## config.mk

```make
export PLATFORM = sky130hd
export DESIGN_NAME = nlp_fetch_unit
export DESIGN_NICKNAME = d
export VERILOG_FILES = /design/src/rtl/nlp_fetch_unit.sv
export SDC_FILE = /design/constraint.sdc
export NUM_CORES = 1
export LEC_CHECK = 0
export CAP_MARGIN = 20
export CORE_MARGIN = 3
export CORE_UTILIZATION = 33
export DETAILED_ROUTE_END_ITERATION = 16
export REMOVE_ABC_BUFFERS = 1
export SLEW_MARGIN = 10
export SYNTH_ARGS = -nofsm -noshare
export SYNTH_HDL_FRONTEND = slang
export SYNTH_SLANG_ARGS = --single-unit
```

## constraint.sdc

```tcl
create_clock -name i_clk -period 6.4 [get_ports i_clk]
set_input_delay 1.28 -clock i_clk [delete_from_list [all_inputs] [get_ports i_clk]]
set_output_delay 1.28 -clock i_clk [all_outputs]
set_load 0.01 [all_outputs]
```

## src/rtl/nlp_fetch_unit.sv

```systemverilog
// nlp_fetch_unit: single-outstanding instruction fetcher feeding a DEPTH-entry
// prefetch queue, with redirect (flush + restart) and drain of an in-flight
// request whose data is no longer wanted.
// Optional build macro NLP_FETCH_BYPASS_EN: present an acknowledged word on
// o_ir in the same cycle when the queue is empty.
module nlp_fetch_unit #(
  parameter int unsigned        DATA_W   = 16,
  parameter int unsigned        ADDR_W   = 16,
  parameter int unsigned        DEPTH    = 4,
  parameter logic [ADDR_W-1:0]  RESET_PC = '0
) (
  input  logic              i_clk,
  input  logic              i_rst,
  input  logic              i_gnt,
  output logic              o_rd,
  output logic [ADDR_W-1:0] o_address,
  input  logic [DATA_W-1:0] i_bus,
  input  logic              i_ack,
  input  logic              i_redirect,
  input  logic [ADDR_W-1:0] i_redirect_pc,
  output logic              o_ir_valid,
  output logic [DATA_W-1:0] o_ir,
  output logic [ADDR_W-1:0] o_ir_pc,
  input  logic              i_ir_ready
);

  localparam int unsigned PTR_W = $clog2(DEPTH);
  localparam int unsigned CNT_W = PTR_W + 1;

  typedef enum logic [1:0] {IDLE, REQ, DRAIN} state_t;

  state_t              r_state;
  state_t              w_state_nxt;
  logic                w_start;
  logic [ADDR_W-1:0]   r_fetch_pc;
  logic [ADDR_W-1:0]   r_addr;
  logic [DATA_W-1:0]   r_mem_data [DEPTH];
  logic [ADDR_W-1:0]   r_mem_pc   [DEPTH];
  logic [PTR_W-1:0]    r_wptr;
  logic [PTR_W-1:0]    r_rptr;
  logic [CNT_W-1:0]    r_count;

  logic                w_empty;
  logic                w_not_full;
  logic                w_ack_ok;
  logic                w_bypass;
  logic                w_push;
  logic                w_pop;

  assign w_empty    = (r_count == '0);
  assign w_not_full = (r_count < CNT_W'(DEPTH));
  // Accepted data: ack on a live request that is not being redirected away.
  assign w_ack_ok   = (r_state == REQ) && i_ack && !i_redirect;

`ifdef NLP_FETCH_BYPASS_EN
  assign w_bypass = w_ack_ok && w_empty;
`else
  assign w_bypass = 1'b0;
`endif

  // A bypassed word taken by the consumer the same cycle never enters the queue.
  assign w_push = w_ack_ok && !(w_bypass && i_ir_ready);
  assign w_pop  = !w_empty && i_ir_ready && !i_redirect;

  assign o_rd       = (r_state != IDLE);
  assign o_address  = r_addr;
  assign o_ir_valid = !w_empty || w_bypass;
  assign o_ir       = w_bypass ? i_bus  : r_mem_data[r_rptr];
  assign o_ir_pc    = w_bypass ? r_addr : r_mem_pc[r_rptr];

  // Fetch FSM state register.
  always_ff @(posedge i_clk or posedge i_rst) begin
    if (i_rst) r_state <= IDLE;
    else       r_state <= w_state_nxt;
  end

  // Fetch FSM next-state: issue when granted with room, hold until ack.
  always_comb begin
    w_state_nxt = r_state;
    w_start     = 1'b0;
    unique case (r_state)
      IDLE: begin
        if (i_gnt && w_not_full && !i_redirect) begin
          w_state_nxt = REQ;
          w_start     = 1'b1;
        end
      end
      REQ: begin
        if (i_ack)           w_state_nxt = IDLE;
        else if (i_redirect) w_state_nxt = DRAIN;
      end
      DRAIN: begin
        if (i_ack) w_state_nxt = IDLE;
      end
      default: w_state_nxt = IDLE;
    endcase
  end

  // Fetch PC and the held request address.
  always_ff @(posedge i_clk or posedge i_rst) begin
    if (i_rst) begin
      r_fetch_pc <= RESET_PC;
      r_addr     <= RESET_PC;
    end else begin
      if (i_redirect)    r_fetch_pc <= i_redirect_pc;
      else if (w_ack_ok) r_fetch_pc <= r_fetch_pc + ADDR_W'(1);
      if (w_start)       r_addr     <= r_fetch_pc;
    end
  end

  // Prefetch queue: circular buffer, flushed by redirect.
  always_ff @(posedge i_clk or posedge i_rst) begin
    if (i_rst) begin
      r_wptr  <= '0;
      r_rptr  <= '0;
      r_count <= '0;
      for (int unsigned i = 0; i < DEPTH; i++) begin
        r_mem_data[i] <= '0;
        r_mem_pc[i]   <= '0;
      end
    end else if (i_redirect) begin
      r_wptr  <= '0;
      r_rptr  <= '0;
      r_count <= '0;
    end else begin
      if (w_push) begin
        r_mem_data[r_wptr] <= i_bus;
        r_mem_pc[r_wptr]   <= r_addr;
        r_wptr             <= r_wptr + PTR_W'(1);
      end
      if (w_pop) r_rptr <= r_rptr + PTR_W'(1);
      unique case ({w_push, w_pop})
        2'b10:   r_count <= r_count + CNT_W'(1);
        2'b01:   r_count <= r_count - CNT_W'(1);
        default: r_count <= r_count;
      endcase
    end
  end

endmodule

```

==> results.sh <==
export IMPL_synth_area_um2=7550
export IMPL_nFillCells=2056
export IMPL_path_clk_slew_ns=0.06
export IMPL_synth_edf_count=0
export IMPL_hpwl_mm=10.6
export IMPL_end_kind="output pin"
export IMPL_grt_overflow_total=0
export IMPL_fmax_mhz=252
export IMPL_avgSynthCellArea_um2=15.1
export IMPL_seqCellArea_um2=4230
export IMPL_die_h_um=157
export IMPL_core_um2=22200
export IMPL_vias=4405
export IMPL_synth_top_family_by_area="multiplexers"
export IMPL_cts_max_path_buffers=2
export IMPL_ant_nets=0
export IMPL_wl_mm=16.6
export IMPL_cts_max_level=4
export IMPL_drtIter0Drc=237
export IMPL_setup_viol=0
export IMPL_tightest_slew_ns=1.03
export IMPL_cts_resized=0
export IMPL_cts_buffers=17
export IMPL_syn_inst=501
export IMPL_cts_num_sinks=169
export IMPL_drv_cap=0
export IMPL_synth_adder_area_share_pct=1.09
export IMPL_p_total_mw=3.74
export IMPL_ys_ff_latch=169
export IMPL_relSlewSlack_pct=31.1
export IMPL_p_sw_mw=1.10
export IMPL_synth_common_cells="dfrtp_1 (169), mux2_2 (137), mux4_2 (32), nand2_1 (27), buf_2 (17)"
export IMPL_die_area_um2=24700
export IMPL_synth_most_common_cell="dfrtp_1"
export IMPL_antenna_cells=0
export IMPL_drc_errors=0
export IMPL_start_util_pct=34.1
export IMPL_gp_congestion=0.752
export IMPL_fin_crit_sh_pct=61.9
export IMPL_cp_max_fo=29
export IMPL_dr_pass1_iters=4
export IMPL_grt_max_degree=111
export IMPL_p_leak_nw=4.15
export IMPL_rsz0062_at_grt="false"
export IMPL_post_route_min_period_ns=3.96
export IMPL_crit_chain="buf_4, mux4_2, clkdlybuf4s50_1"
export IMPL_yosysTopAreaCell="dfrtp_1"
export IMPL_cts_setup_buffers=0
export IMPL_ys_seq_area_share_pct=56.0
export IMPL_synth_warnings=0
export IMPL_grt_pass1_vias=4839
export IMPL_p_clk_share_pct=27.2
export IMPL_fin_nets=627
export IMPL_synthSimpleGateAreaFrac_pct=5.24
export IMPL_fp_dieW_um=157
export IMPL_place_port_buffers=87
export IMPL_slowest_stage="mux4_2"
export IMPL_yosys_most_used_dff="dfrtp_1"
export IMPL_intPower_mw=2.64
export IMPL_drive_gt1_share_pct=37.2
export IMPL_ir_worst_vdd_mv=0.184
export IMPL_hp_class="reg2reg"
export IMPL_grt_pass1_wl_mm=26.9
export IMPL_synth_distinct_cells=37
export IMPL_synth_compound_area_share_pct=1.33
export IMPL_synth_top_area_share_pct=56.0
export IMPL_p_seq_share_pct=40.5
export IMPL_power_frac_comb_pct=32.3
export IMPL_slowest_delay_ns=0.64
export IMPL_antenna_found_initial=0
export IMPL_drv_slew=0
export IMPL_row_count=54
export IMPL_p_per_area_nw_per_um2=402
export IMPL_yosys_mux_area_fraction_pct=32.3
export IMPL_synth_top_cells_by_area="dfrtp_1 (56%), mux2_2 (20%), mux4_2 (9.6%), xnor2_1 (1.4%), nand2_1 (1.3%)"
export IMPL_required_ns=5.12
export IMPL_multi_input_area_um2=3170
export IMPL_routedWlPerCell_um=19.0
export IMPL_skew_ns=0.00811
export IMPL_crit_type="reg2out"
export IMPL_synth_xor_area_share_pct=1.97
export IMPL_clock_latency_ns=0.43
export IMPL_async_reset_ff_share_pct=100
export IMPL_status="finished clean"
export IMPL_syn_to_final_growth_pct=23.2
export IMPL_hold_buffers=0
export IMPL_grt_util_all_layers_pct=14.2
export IMPL_cts_tree="done"
export IMPL_cp_arrival_ns=2.68
export IMPL_p_sw_share_pct=29.4
export IMPL_startpoint_type="flip-flop"
export IMPL_viasPerCell=5.03
export IMPL_setup_tns_ns=0
export IMPL_hold_viol_final=0
export IMPL_io_pins=88
export IMPL_root_buffer="clkbuf_16"
==> worst max-delay path: cells and delay by family, from the launching register on <==
kind	cells	cell delay [ns]
multiplexers	1	0.64
flip-flops	1	0.50
buffers and inverters	2	1.09
==> sequential cells by signal, summed over array words and instances (netlist names) <==
name and cells:
r_fetch_pc 16, r_state 2, o_address 16, r_rptr 2
r_mem_data 64, r_count 3, r_mem_pc 64, r_wptr 2
==> stage by stage <==
step                      setup slack (ns)  cells  instance area [µm²]  util [%]  hold WS (ns)
after floorplan                      0.545    473                 7410         -         0.459
after global routing                  2.27    876                 9290      41.9         0.514
after CTS                             2.37    875                 9270      41.8         0.496
after detailed placement              2.22    843                 8670      39.1         0.481
after global placement                2.28    843                 8670      39.1         0.468
final                                 2.44    876                 9290      41.9         0.496
==> cell type report <==
type	count	area share [%]
Sequential cell	169	45.5
Multi-Input combinational cell	298	34.1
Inverter	6	0.296
Tap cell	280	3.77
Clock buffer	17	4.58
Timing Repair Buffer	91	9.91
Clock inverter	15	1.80
==> final timing paths <==
| check | cells after the start | slack, ns | endpoint | from |
|---|---|---|---|---|
| max | 3 | 2.44 | o_ir_pc[15] | r_rptr[0]$_DFFE_PP0P_ |
| min | 1 | 0.50 | r_mem_pc[3]$_DFFE_PP0P_ | r_mem_pc[3]$_DFFE_PP0P_ |
| max reg2reg | 4 | 3.56 | r_mem_pc[54]$_DFFE_PP0P_ | r_state[1]$_DFFE_PP0P_ |
| min reg2reg | 1 | 0.50 | r_mem_pc[3]$_DFFE_PP0P_ | r_mem_pc[3]$_DFFE_PP0P_ |
| max in group asynchronous | 4 | 3.68 | r_count[0]$_DFFE_PP0P_ | i_rst |
| min in group asynchronous | 2 | 1.23 | r_mem_data[10]$_DFFE_PP0P_ | i_rst |
==> logic make-up after synthesis <==
kind of cell    Yosys count
fa+ha+maj                 6
xor+xnor                 17
mux                     184
compound gates           18
flops                   169
buf+inv                  34
simple gates             73
==> power by group through the flow <==
| stage | Combinational (mW) | Sequential [mW] | Clock, mW |
|---|---|---|---|
| 2_1_floorplan | 0.621 | 1.52 | 0 |
| 3_3_place_gp | 1.21 | 1.51 | 0 |
| 3_5_place_dp | 1.23 | 1.54 | 0 |
| 4_1_cts | 1.24 | 1.52 | 1.05 |
| 5_1_grt | 1.30 | 1.55 | 1.10 |
| 6_report | 1.21 | 1.51 | 1.02 |
==> routing by layer <==
metal	GRT usage [%]	up-vias	wire [µm]
met2	23.9	75	8470
met5	0	-	0
met4	3.35	0	142
li1	-	1994	-
met3	3.30	13	605
met1	18.8	2323	7410
==> cell usage in the layout (no fill, tap or decap), drive strengths merged, types with 2 or more instances in the layout <==
master         count
dfrtp            169
mux2             147
clkdlybuf4s50     87
mux4              32
nand2             27
clkbuf            17
nor2              15
o21ai             14
xnor2             12
inv               11
nor4               7
nand3              6
nand4              6
clkinv             6
xor2               5
mux2i              5
ha                 5
nor3               4
buf                4
nor2b              3
clkinvlp           2
bufinv             2
Note: power is estimated with default switching activity, not from simulation.
